`src/rtl/fifo_cola_umbral.sv`:
```
// fifo_cola_umbral: single-clock FIFO with programmable almost-full/almost-empty thresholds.
// Define FIFO_ERR_STICKY_EN to hold error high from the first overflow/underflow until reset.
module fifo_cola_umbral #(
  parameter int WORD_SIZE        = 12,
  parameter int ADDR_SIZE        = 3,
  parameter int ALMOST_FULL_LVL  = 6,
  parameter int ALMOST_EMPTY_LVL = 1
) (
  input  logic                 clk,
  input  logic                 reset,
  input  logic                 push,
  input  logic                 pop,
  input  logic [WORD_SIZE-1:0] data_in,
  output logic [WORD_SIZE-1:0] data_out,
  output logic                 valid_out,
  output logic                 full,
  output logic                 empty,
  output logic                 almost_full,
  output logic                 almost_empty,
  output logic                 error,
  output logic [ADDR_SIZE:0]   count
);
  localparam int DEPTH = 2 ** ADDR_SIZE;
  logic [WORD_SIZE-1:0] mem [DEPTH];
  logic [ADDR_SIZE-1:0] wr_ptr, rd_ptr;
  logic do_push, do_pop, err_evt;
  assign full         = count == (ADDR_SIZE+1)'(DEPTH);
  assign empty        = count == '0;
  assign almost_full  = count >= (ADDR_SIZE+1)'(ALMOST_FULL_LVL);
  assign almost_empty = count <= (ADDR_SIZE+1)'(ALMOST_EMPTY_LVL);
  // a pop frees the slot, so a full queue still accepts a simultaneous push
  assign do_pop  = pop && !empty;
  assign do_push = push && (!full || pop);
  assign err_evt = (push && full && !pop) || (pop && empty);
  always_ff @(posedge clk)
    if (do_push) mem[wr_ptr] <= data_in;
  always_ff @(posedge clk or posedge reset)
    if (reset) begin
      wr_ptr    <= '0;
      rd_ptr    <= '0;
      count     <= '0;
      data_out  <= '0;
      valid_out <= 1'b0;
      error     <= 1'b0;
    end else begin
      wr_ptr    <= do_push ? wr_ptr + 1'b1 : wr_ptr;
      rd_ptr    <= do_pop ? rd_ptr + 1'b1 : rd_ptr;
      count     <= (do_push && !do_pop) ? count + 1'b1 : (do_pop && !do_push) ? count - 1'b1 : count;
      data_out  <= do_pop ? mem[rd_ptr] : data_out;
      valid_out <= do_pop;
`ifdef FIFO_ERR_STICKY_EN
      error     <= error | err_evt;
`else
      error     <= err_evt;
`endif
    end
endmodule

```
`config.mk`:
```
export PLATFORM = sky130hd
export DESIGN_NAME = fifo_cola_umbral
export DESIGN_NICKNAME = d
export VERILOG_FILES = /design/src/rtl/fifo_cola_umbral.sv
export SDC_FILE = /design/constraint.sdc
export NUM_CORES = 1
export LEC_CHECK = 0
export ABC_AREA = 1
export BUFFER_PORTS_ARGS = -buffer_cell sky130_fd_sc_hd__buf_2
export CORE_ASPECT_RATIO = 0.6
export CORE_MARGIN = 3
export CORE_UTILIZATION = 60
export CTS_CLUSTER_SIZE = 12
export DETAILED_ROUTE_END_ITERATION = 12
export PLACE_DENSITY = 0.77
export SKIP_LAST_GASP = 1
export SLEW_MARGIN = 20
export SYNTH_ARGS = -nofsm -noshare
export SYNTH_HDL_FRONTEND = slang
export SYNTH_SLANG_ARGS = --single-unit
```
`constraint.sdc`:
```
create_clock -name clk -period 3.35 [get_ports clk]
set_input_delay 0.1675 -clock clk [delete_from_list [all_inputs] [get_ports clk]]
set_output_delay 0.1675 -clock clk [all_outputs]
set_load 0.01 [all_outputs]
```
==> results list, run 1 <==
- Run status: completed
- In the final routed layout, each cell accounts on average for 19.12 µm.
- In this run the static leakage power is 2.814 nW.
- The first global-routing pass estimated ~20 mm of wire.
* Final-report setup violation count: 0
- The number of setup buffers added after CTS is 0.
- The synthesized netlist occupies a cell area of 5176 µm².
- The average instance in the mapped netlist occupies 10.27 µm².
* Crit Reg-Reg Endpoint: count[3]
- Share of total power in combinational logic: 30.5%
- Overall routed net length: 12.87 mm
- The worst hold path terminates at error.
- Worst reg2reg startpoint: count[0]
- Height of the die: roughly 78 µm
* Number of global-route vias before repair: between 3000 and 4000
* Period utilisation layout: 70.06%
- In this run the worst path has a maximum fanout of 7.
- Reg power frac: between 30% and 40%
* Crit-path max cell delay: 500 ps
- Highest clock rate: 426.1 MHz
* Number of max-slew violations in the final report: 0
- Parity-gate share of the synthesized area counting xor and xnor cells: a little over 1%
* Cell breakdown of the critical path: inv_1 -> ha_1 -> nand2_1 -> nor2_1 -> nand2_1 -> nand2_1 -> inv_1 -> ha_1 -> nand2_1 -> o21ai_0 -> nand3_1 -> xor2_1 -> inv_1
* Number of design rule violations left after detail routing: 0
- Worst ir drop on vdd: 666.5 µV
- Number of cells on the critical path: 13
- Final global-route overflow total: 0
- During synthesis, Yosys emitted a total of 0 warnings.
- Grouping stages by cell kind, the critical path spends the most delay in adder cells.
* Share of final-layout standard cells stronger than drive strength 1: between 10% and 20%
* Setup Skew: 9.708 ps
* Synthesis-to-finish area growth: 17.38%
* Cell at the slowest stage of the critical path: sky130_fd_sc_hd__dfrtp_1
- Max-cap violations in this run came to 0.
* Adder-cell share of the synthesized area: 1.934%
- Class of the tightest hold or removal check: in2reg
- STA classifies the critical path endpoint as a register.
- Final number of hold-violating endpoints: 0
- Normalized max-slew margin: 36.63%
* Final TNS setup: 0 ps
- Starting Density: between 60% and 70%
- After synthesis, the largest family of logic cells by area is simple AND/OR/NAND/NOR gates.
- Post-synthesis mux area share: 0%
* Type of the worst setup path: reg2reg
- The floorplan has 25 rows.
- The congestion estimate from routability-driven global placement came to 0.9192.
- Part of the Yosys area used for sequential elements: 67.30%
- DIE WIDTH: about 130 µm
- Across all layers, the routed design uses ~3800 vias.
- Worst-skew pair later-pin latency: 410 ps
- Gate count after technology mapping: between 500 and 600
- The floorplan step defined a core boundary enclosing between 8000 and 9000 µm².
- Detailed Route Iter0 Violations: 589
* Compound-Gate Fraction of Synth Area: 0.8219%
* Tmin final: 2347 ps
- Using the TritonRoute via totals, the vias-per-cell ratio works out to between 5 and 6.
- Worst setup SP type: register
* Number of unique standard cell types used by synthesis: 21
- Transition time of the tightest slew-check pin: 944.7 ps
- For the worst setup path, the data arrival time is around 2700 ps.
* Master cell of the clock root buffer: sky130_fd_sc_hd__clkbuf_16
- Input and output buffers added on the ports amount to 37.
- Buffer and inverter count on the worst path: 3
- Worst hold path cell count: 3
* Critical path's most frequent cell: sky130_fd_sc_hd__nand2_1
- Buffers inserted during clock tree synthesis total 17.
* Psw: 2.000 mW
* TritonCTS clock tree: yes
- Simple-Gate Fraction of Synth Area: about a fifth
* Setup repair after global routing missed its margin: false
- The wire-length estimate of the detail-placed layout is just over 8 mm.
* Number of buffers on the longest clock path: 2
- I/O pin cnt: 38
- The worst register-to-register path has a setup slack of 1000 ps.
- The die covers 9814 µm².
* Clk network pwr share: 32.2%
- STA puts the critical path data required time at 3650 ps.
- In this run the most critical hold path is launched from push.
- Of the total power, the share spent switching nets is 35.56%.
- The number of antenna diodes in the final layout is 0.
* Final layout net count: between 500 and 600
- Syn_nets: 528
- For this design the ratio of total power to cell area is between 900 and 1000 nW/µm².
- Entering global routing, the biggest net connects 50 pins.
* Overall fraction of global-route tracks in use: 28.12%
- The initial antenna violation count was 0.
* Length of the first detailed-routing pass in iterations: 5
* Max H-tree Level: 4
* Worst-case reg-to-reg path depth: 13
- The detail route stage leaves a number of antenna-violating nets equal to 0.
- # clock sinks: between 100 and 150
- After clock tree synthesis, the clock-pin slew on the worst setup and hold paths is 50 ps.
- The internal power of the cells totals 3.624 mW.
* Post-Route Utilization: 74.71%
* Worst Setup SP: count[0]
* Number of storage elements in the synthesis netlist: 120
## registers in the layout, summed over array words and instances (netlist names)
| register | cells |
|---|---|
| mem | 96 |
| data_out | 12 |
| count | 4 |
| rd_ptr | 3 |
| wr_ptr | 3 |
| error | 1 |
| valid_out | 1 |
## layout by cell type, fill, tap and decap left out, types with 3 or more instances in the layout
master,synthesis,layout
sky130_fd_sc_hd__buf_2,12,37
sky130_fd_sc_hd__buf_4,4,10
sky130_fd_sc_hd__clkbuf_1,2,4
sky130_fd_sc_hd__clkbuf_16,0,21
sky130_fd_sc_hd__clkbuf_8,0,3
sky130_fd_sc_hd__clkinv_2,0,3
sky130_fd_sc_hd__dfrtp_1,24,24
sky130_fd_sc_hd__edfxtp_1,96,96
sky130_fd_sc_hd__ha_1,8,8
sky130_fd_sc_hd__inv_1,85,84
sky130_fd_sc_hd__inv_2,3,3
sky130_fd_sc_hd__nand2_1,165,165
sky130_fd_sc_hd__nand3_1,74,74
sky130_fd_sc_hd__nor2_1,12,12
sky130_fd_sc_hd__o21ai_0,6,6
sky130_fd_sc_hd__xor2_1,5,5
## cell usage after synthesis
cell type | instances | area share [%]
sky130_fd_sc_hd__buf_2 | 12 | 1.2
sky130_fd_sc_hd__or2_2 | 1 | 0.12
sky130_fd_sc_hd__inv_1 | 85 | 6.2
sky130_fd_sc_hd__nand3_1 | 74 | 7.2
sky130_fd_sc_hd__nand2_1 | 165 | 12
sky130_fd_sc_hd__o21ai_0 | 6 | 0.58
sky130_fd_sc_hd__nand2_2 | 1 | 0.12
sky130_fd_sc_hd__inv_2 | 3 | 0.22
sky130_fd_sc_hd__o21a_1 | 1 | 0.15
sky130_fd_sc_hd__nor2_1 | 12 | 0.87
sky130_fd_sc_hd__buf_6 | 1 | 0.22
sky130_fd_sc_hd__a21oi_1 | 1 | 0.097
sky130_fd_sc_hd__xor2_1 | 5 | 0.85
sky130_fd_sc_hd__edfxtp_1 | 96 | 56
sky130_fd_sc_hd__buf_4 | 4 | 0.58
sky130_fd_sc_hd__clkbuf_1 | 2 | 0.15
sky130_fd_sc_hd__dfrtp_1 | 24 | 12
sky130_fd_sc_hd__nor2_2 | 1 | 0.12
sky130_fd_sc_hd__nor3_1 | 1 | 0.097
sky130_fd_sc_hd__ha_1 | 8 | 1.9
sky130_fd_sc_hd__xnor2_1 | 1 | 0.17
## kinds of logic (layout without fill, tap and decap cells)
kind of cell               Yosys count  count (layout)
buffers and inverters              107             168
xor gates and xnor gates             6               6
and+or+nand+nor                    255             255
AOI/OAI and AO/OA                    8               8
DFF                                120             120
adders and majority gates            8               8
## tightest hold or removal path, delay by kind of cell
kind,cells,cell delay [ps]
AOI/OAI and AO/OA,1,50
buffers and inverters,1,110
and+or+nand+nor,1,60
## power by group through the flow
stage               sequential [mW]  clock [mW]  combinational (mW)
floorplan                      2.12           0                1.10
global placement               2.10           0                1.62
detailed placement             2.11           0                1.67
CTS                            2.09        1.81                1.70
global route                   2.13        1.89                1.89
finish                         2.10        1.81                1.72
## worst max path at each step
| stage | slack, ps | endpoint |
|---|---|---|
| 5_1_grt | 810 | count[2] |
| 3_5_place_dp | 1090 | count[2] |
| 3_3_place_gp | 1250 | count[2] |
| 4_1_cts | 1050 | count[2] |
| 2_1_floorplan | 1050 | mem[0][0] |
| 6_report | 1000 | count[3] |
## metrics by stage
step                power (mW)  cells  worst slack [ps]  instance area (µm²)  hold WS [ps]
floorplan                3.223    504              1049                 5176         182.1
global placement         3.716    640              1249                 5463         436.2
detailed placement       3.786    640              1088                 5463         435.9
CTS                      5.602    672              1049                 6066         6.007
global route             5.910    673             807.3                 6076         11.05
finish                   5.623    673              1003                 6076         20.29
## cell type report
cell class / instances / area [µm²]
sequential: 120 / 3483
fill: 556 / 2057
multi-input combinational: 277 / 1254
clock buffer: 28 / 581.8
inverter: 88 / 330.3
timing repair buffer: 48 / 270.3
tap: 108 / 135.1
clock inverter: 4 / 21.27
## timing repair
item | in CTS | in global routing
gates resized for setup | 0 | 0
setup endpoints to repair | 0 | 0
hold buffers | 0 | 1
endpoints found under the hold margin | 0 | 24
## layer usage
layer	track usage, %	wire length (µm)	vias up	share of wire [%]
met4	11.03	261	0	2.0
met1	40.15	5385	1767	42
met3	9.216	1538	32	12
met5	0	0	-	0
li1	-	-	1705	-
met2	40.30	5683	249	44
No activity file was read; power rests on OpenSTA's default activity.
==> run 2, diff against run 1 <==
CORE_UTILIZATION = 54   (was 60)
PLACE_DENSITY = 0.74   (was 0.77)
clock period = 2.1 ns   (was 3.35 ns; I/O delays follow)
==> run 2 against run 1 <==
Net effect: total power grew 60%; cell count grew 4.9%; setup slack lost 790 ps; critical path depth shrank 1; critical path type unchanged; critical endpoint is now count[2]; highest routed layer unchanged.
==> results list, run 2 (synthesis results as in run 1) <==
* Highest-count cells in the layout ignoring fill and taps: 165 x sky130_fd_sc_hd__nand2_1, 96 x sky130_fd_sc_hd__edfxtp_1, 85 x sky130_fd_sc_hd__inv_1
* # diodes: 0 (unchanged)
- # clock sinks: 120 (unchanged)
- The final weighted congestion in routability-driven placement is 0.8141 (-11%).
- The deepest clock path buffer count is 2 (unchanged).
- Routed wire per std cell: 15.81 µm (-17%)
- Class of the tightest hold or removal check: in2reg
- Terminating pin of the worst hold path: mem[0][4]
- Largest registers: mem x96, data_out x12, count x4
* Placed Cells incl. Taps: 669 (+4.5%)
* Max H-tree Level: 4 (unchanged)
* Pin count of the biggest net entering global routing: 44 (-12%)
- Crit-path max cell delay: 380 ps (-120 ps)
* TritonCTS clock tree: yes
- The setup path with the least slack is of type reg2reg.
- Number of non-filler instances in the completed layout: 706 (+4.9%)
* Average vias per placed instance: 5.048 (-9.5%)
- Placed standard-cell area: 5590 µm² (+2.3%)
* Largest register by flop count: mem
- Run status: completed
- The leakage power is 2.887 nW (+2.6%).
- The proportion of layout cells with a drive suffix above 1 is 16.90% (+2.6 points).
* Crit Reg-Reg Endpoint: count[2]
- Overall routed net length: 11.17 mm (-13%)
- Synthesis-to-finish area growth: 21.05%
* Final-report setup violation count: 0 (unchanged)
- I/O pin cnt: 38 (unchanged)
* Worst ir drop on vdd: 750.2 µV (+13%)
- Worst reg2reg startpoint: count[1]
- Detailed Route Iter0 Violations: 345 (-41%)
- The worst hold path cell count came to 1 (-2).
- The number of buffers added by the clock tree synthesis step is 17 (unchanged).
* Number of inserted filler cells in the final layout: 655 (+18%)
- The utilization after layout was 70.30% (-4.4 points).
* Final global-route overflow total: 0 (unchanged)
* Multi-input gate area in the final layout: 1279 µm² (+2.0%)
* Final layout net count: 591 (+2.6%)
* Pre-CTS WS: 110.6 ps (-977.1 ps)
* Final number of hold-violating endpoints: 0 (unchanged)
- The placeable core region was 8914 µm² (+9.6%).
- Starting Density: 58.07% (-5.6 points)
* Total via count after detailed routing: 3564 (-5.0%)
* Finished layout cell area: 6266 µm² (+3.1%)
- The worst reg-to-reg path cell count came to 12 (-1).
* Crit-path max FO: 6 (-1)
* Number of global-route vias before repair: 3363 (-7.0%)
- The total power divided by cell area is 1440 nW/µm² (+56%).
- The number of routed nets with antenna violations came to 0 (unchanged).
- Most frequent standard cell in the layout excluding fill and tap cells: sky130_fd_sc_hd__nand2_1
- Power consumption: 9.021 mW (+60%)
- Max-cap check violation count: 0 (unchanged)
- Post-DP HPWL: 7.172 mm (-12%)
* Worst Hold Slack: 6.407 ps (-13.89 ps)
- Origin of the worst min-delay path: data_in[4]
- The floorplan die height came to 81.84 µm (+5.0%).
- The worst path arrival time is 2190 ps (-460 ps).
* Max FFs per register: 96 (unchanged)
- On the critical path, the stage with the largest delay is an instance of sky130_fd_sc_hd__dfrtp_1.
- DIE WIDTH: 132.4 µm (+5.2%)
- The initial antenna violation count came to 0 (unchanged).
* Setup repair after global routing missed its margin: false
- The clock slew at the register clock pins of the worst setup and hold paths is 50 ps (about the same).
- The final-layout setup total negative slack was 0 ps (unchanged).
* Cell breakdown of the critical path: inv_1 -> ha_1 -> nand2_1 -> nor2_2 -> nand2_1 -> nand2_1 -> inv_1 -> ha_4 -> nor2_1 -> o21ai_0 -> xor2_1 -> inv_1
- Setup Skew: 5.700 ps (-4.007 ps)
- Nature of the critical path endpoint: register
- The number of post-CTS setup repair buffers is 0 (unchanged).
- The transition time at the pin with the least slew margin was 476.2 ps (-468.5 ps).
- Number of max-slew violations in the final report: 0 (unchanged)
* Final WS setup: 210.3 ps (-792.7 ps)
* Worst-skew pair later-pin latency: 410 ps (about the same)
* Normalized max-slew margin: 68.22% (+32 points)
- Count of input and output buffers: 37 (unchanged)
- The full die area was 10840 µm² (+10%).
* Storage cell area: 3483 µm² (unchanged)
- The worst setup path is launched from a register.
* Overall fraction of global-route tracks in use: 21.79% (-6.3 points)
- The wire length of the first global-routing pass is 17.57 mm (-12%).
* Tmin final: 1890 ps (-457.3 ps)
* Period utilisation layout: 89.99% (+20 points)
* Num rows: 26 (+4.0%)
- Req. time, crit path: 2400 ps (-1250 ps)
- Length of the first detailed-routing pass in iterations: 5 (unchanged)
* Master cell of the clock root buffer: sky130_fd_sc_hd__clkbuf_16
* Reg2Reg Setup Slack: 210 ps (-790 ps)
- The post-detailed-route DRC marker count is 0 (unchanged).
- The highest clock frequency the design can meet was 529.2 MHz (+24%).
==> run 2: worst max path at each step <==
stage                     slack [ps]        end      from  cells after the start
after floorplan                 -110  mem[1][0]  count[0]                      9
after detailed placement         110   count[2]  count[1]                     12
after CTS                        110   count[2]  count[1]                     12
after global routing              20   count[2]  count[1]                     12
after global placement           160   count[2]  count[0]                     12
final                            210   count[2]  count[1]                     12
==> run 2: timing repair <==
| action | CTS | global route |
|---|---|---|
| endpoints found under the hold margin | 41 | 0 |
| gates resized for setup | 0 | 4 |
| setup endpoints to repair | 0 | 3 |
| hold buffers | 5 | 0 |
==> run 2: area by class of cell <==
type	count	area share [%]
clock buffers	25	7.907
clock inverters	7	1.837
inverters	88	5.272
multi-input cells	277	20.41
flip-flops and latches	120	55.59
well taps	126	2.516
repair buffers	63	6.470
==> run 2: routing by layer <==
| layer | wire (µm) | GRT usage, % | vias up |
|---|---|---|---|
| met5 | 0 | 0 | - |
| met4 | 88 | 6.743 | 0 |
| met3 | 834 | 5.998 | 10 |
| met2 | 5128 | 34.44 | 146 |
| met1 | 5114 | 29.98 | 1671 |
| li1 | - | - | 1737 |
==> run 2: worst max-delay path: cells and delay by family (launching register included) <==
family	cells	cell delay, ps
buffers and inverters	3	270
and+or+nand+nor	5	430
AOI/OAI and AO/OA	1	100
DFF	1	380
adders and majority gates	2	450
xor gates and xnor gates	1	160
==> run 2: power breakdown <==
group          internal, mW  switching [mW]  leakage (nW)
sequential             3.06           0.204          1.16
clock                  1.99           0.965         0.293
combinational         0.966            1.84          1.43
==> run 3, diff against run 2 <==
ABC_AREA = not set   (was 1)
CORE_UTILIZATION = 35   (was 54)
PLACE_DENSITY = 0.51   (was 0.74)
==> run 3 against run 2 <==
Net effect: final area fell by 0.74%; wire length decreased by 1.4%; highest routed layer unchanged; non-clock buffer count up 15; core utilization is 23 points lower; synthesized area decreased by 5.8%; critical endpoint is now count[3]; flip-flop and latch count did not move; critical path type unchanged; sequential power is 4% higher.
==> results list, run 3 <==
* Average vias per placed instance: 4.860 (-3.7%)
- The number of endpoints with negative hold slack in the final report was 0 (unchanged).
- Worst-case reg-to-reg path depth: 9 (-3)
* Highest-count cells in the layout ignoring fill and taps: 96 x sky130_fd_sc_hd__edfxtp_1, 37 x sky130_fd_sc_hd__buf_2, 26 x sky130_fd_sc_hd__buf_4
* Worst setup SP type: register
* Most frequent standard cell in the layout excluding fill and tap cells: sky130_fd_sc_hd__edfxtp_1
* Max-cap check violation count: 0 (unchanged)
- Fraction of post-synthesis cell area in the top cell type by area: 59.14% (+3.4 points)
- Period utilisation layout: 93.95% (+4.0 points)
- The number of routed nets with antenna violations was 0 (unchanged).
- Max FFs per register: 96 (unchanged)
* Crit-path max cell delay: 410 ps (+30 ps)
- Terminating pin of the worst hold path: error
- Number of global-route vias before repair: 2788 (-17%)
* Count of input and output buffers: 37 (unchanged)
- The buffer and inverter count on the worst path came to 2 (-1).
- The sequential cell area fraction in the yosys report came to 71.46% (+4.2 points).
- In this design, the largest share of critical-path delay is due to simple AND/OR/NAND/NOR gates.
- Gate count after technology mapping: 291 (-42%)
- Final layout net count: 398 (-33%)
- Setup repair after global routing left no endpoint under its margin.
* Number of buffers on the longest clock path: 2 (unchanged)
- The proportion of layout cells with a drive suffix above 1 is 34.88% (+18 points).
* Overall routed net length: 11.01 mm (-1.4%)
- Number of inserted filler cells in the final layout: 1154 (+76%)
* Setup Skew: 11.87 ps (+6.174 ps)
* Final-report setup violation count: 0 (unchanged)
- The initial detailed-routing violation count is 189 (-45%).
- Largest register by flop count: mem
* Clock-pin slew reported for the worst setup and hold paths after clock tree synthesis: 50 ps (about the same)
- Crit-path max FO: 4 (-2)
* Overall fraction of global-route tracks in use: 15.18% (-6.6 points)
- The placeable core region was 13210 µm² (+48%).
- Synthesis-to-finish area growth: 27.59%
- Largest registers: mem x96, data_out x12, count x4
- The total power divided by cell area was 1499 nW/µm² (+4.1%).
* Starting Density: 36.89% (-21 points)
- The endpoint identified for the worst register-to-register timing path is count[3].
- The startpoint identified for the worst hold timing path is pop.
- The mean instance size in the synthesized netlist was 16.75 µm² (+63%).
- The floorplan die height was 97.42 µm (+19%).
- Class of the tightest hold or removal check: in2reg
- Run status: completed
- Nature of the critical path endpoint: register
* Initial antenna violation count: 0 (unchanged)
* Number of storage elements in the synthesis netlist: 120 (unchanged)
- The total area of multi-input combinational cells came to 1290 µm² (+0.88%).
- Ranked by total cell area, the synthesized netlist is headed by sky130_fd_sc_hd__edfxtp_1 59%, sky130_fd_sc_hd__dfrtp_1 12%, sky130_fd_sc_hd__mux2_2 5.8%.
* # diodes: 0 (unchanged)
- Wire length of the first global-routing pass: 16.78 mm (-4.5%)
* Combined area of all synthesized cells: 4875 µm² (-5.8%)
- TritonCTS built the clock tree.
- The final weighted congestion in routability-driven placement is 0.7436 (-8.7%).
* Worst-skew pair later-pin latency: 410 ps (about the same)
- Normalized max-slew margin: 60.72% (-7.5 points)
- The final-layout setup total negative slack came to 0 ps (unchanged).
- Count of warnings emitted by yosys: 0 (unchanged)
- Master cell of the clock root buffer: sky130_fd_sc_hd__clkbuf_16
- Pin count of the biggest net entering global routing: 28 (-36%)
- Fraction of registers with async set/reset: 20.00% (unchanged)
- The count of final max-slew check failures came to 0 (unchanged).
* Total via count after detailed routing: 2707 (-24%)
* Transition time of the tightest slew-check pin: 588.6 ps (+112.4 ps)
* Tmin final: 1973 ps (+83.26 ps)
- Dominant synthesized flop cell: sky130_fd_sc_hd__edfxtp_1
* # clock sinks: 120 (unchanged)
- Reg2Reg Setup Slack: 130 ps (-80 ps)
- The startpoint identified for the worst register-to-register timing path is count[0].
* Cell breakdown of the critical path: inv_2 -> ha_1 -> nand4bb_1 -> nand2_2 -> inv_1 -> ha_4 -> or4_4 -> a21oi_2 -> xor2_1
- Post-synth top area cell: sky130_fd_sc_hd__edfxtp_1
* Storage cell area: 3487 µm² (+0.11%)
* Number of enable-type register cells in the synthesized netlist: 96 (unchanged)
- Num rows: 32 (+23%)
- Syn_nets: 315 (-40%)
* List of most frequent post-synthesis cells: 96 x sky130_fd_sc_hd__edfxtp_1, 25 x sky130_fd_sc_hd__mux2_2, 25 x sky130_fd_sc_hd__mux2i_1, 24 x sky130_fd_sc_hd__dfrtp_1, 14 x sky130_fd_sc_hd__o21ai_0
- Number of design rule violations left after detail routing: 0 (unchanged)
* Routed wire per std cell: 19.77 µm (+25%)
* Final global-route overflow total: 0 (unchanged)
- In the post-synthesis netlist, the cell with the most instances is sky130_fd_sc_hd__edfxtp_1.
- By startpoint and endpoint, the worst setup path is classified as reg2reg.
- The highest clock frequency the design can meet is 506.9 MHz (-4.2%).
* DIE WIDTH: 158.4 µm (+20%)
- Leakage power: 2.382 nW (-17%)
* I/O pin cnt: 38 (unchanged)
* Worst hold path cell count: 3 (+2)
* Max H-tree Level: 4 (unchanged)
- The sum of net half-perimeters after detailed placement came to 6.867 mm (-4.3%).
- Number of unique standard cell types used by synthesis: 35 (+67%)
* Cell at the slowest stage of the critical path: sky130_fd_sc_hd__or4_4
- The detailed-routing iteration count for the pre-antenna-repair pass is 4 (-1).
- The worst ir drop on vdd is 564.7 µV (-25%).
- The full die area came to 15430 µm² (+42%).
- The post-layout total power was 9.323 mW (+3.4%).
* Number of buffers created by CTS: 17 (unchanged)
* Critical Path AT: 2290 ps (+100 ps)
- The critical path data required time was 2420 ps (+20 ps).
[run 3: repair_timing]
item / CTS / global route
hold buffers: 13 / 0
endpoints found under the setup margin: 0 / 1
setup buffers: 0 / 0
gates resized for setup: 0 / 1
endpoints found under the hold margin: 102 / 0
[run 3: per-stage QoR]
step                      hold WS, ps  utilization, %  area, µm²  std cells  setup WS, ps
after global placement          95.68           41.10       5430        512         147.8
after global routing            12.63           47.07       6220        557         10.22
final                           20.07           47.07       6220        557         127.1
after CTS                       3.483           47.05       6217        557         111.4
after detailed placement        108.9           41.10       5430        512         105.9
after floorplan                 119.5               -       4903        291         13.52
[run 3: routing by layer]
metal	vias to the layer above	share of wire, %	global-route usage, %
met4	0	0.55	4.164
met5	-	0	0
met1	1355	50	21.63
met3	6	4.8	5.029
li1	1292	-	-
met2	54	45	22.24
[run 3: final cells by class]
type | count | share of cell area, %
Clock buffer | 17 | 6.840
Tap cell | 170 | 3.420
Clock inverter | 15 | 3.722
Multi-Input combinational cell | 151 | 20.74
Inverter | 6 | 0.3621
Sequential cell | 120 | 56.07
Timing Repair Buffer | 78 | 8.851
[run 3: worst min-delay path, stage by stage]
cell and delay (ps):
sky130_fd_sc_hd__buf_2 130, sky130_fd_sc_hd__a21oi_1 60, sky130_fd_sc_hd__nor2_1 80
[run 3: report_power, final]
| group | internal (mW) | switching [mW] | leakage (nW) |
|---|---|---|---|
| registers | 3.10 | 0.290 | 1.15 |
| logic | 1.26 | 1.46 | 0.910 |
| clock network | 2.21 | 1.00 | 0.317 |
| total | 6.57 | 2.76 | 2.38 |
[run 3: kinds of logic (layout without fill, tap and decap cells)]
group	Yosys count	count (layout)	share of synthesized area (%)
DFF	120	120	71.46
and+or+nand+nor	32	32	3.979
adders and majority gates	8	8	2.053
muxes	51	51	11.22
AOI/OAI and AO/OA	52	52	7.264
buffers and inverters	20	116	2.592
xor gates and xnor gates	8	8	1.437
[run 3: worst max path at each step]
stage                     endpoint  cells past startpoint     start  slack [ps]
after floorplan           count[3]                      9  count[0]          10
after global placement    count[3]                      9  count[0]         150
after detailed placement  count[3]                      9  count[0]         110
after CTS                 count[3]                      9  count[0]         110
after global routing      count[3]                      9  count[0]          10
final                     count[3]                      9  count[0]         130
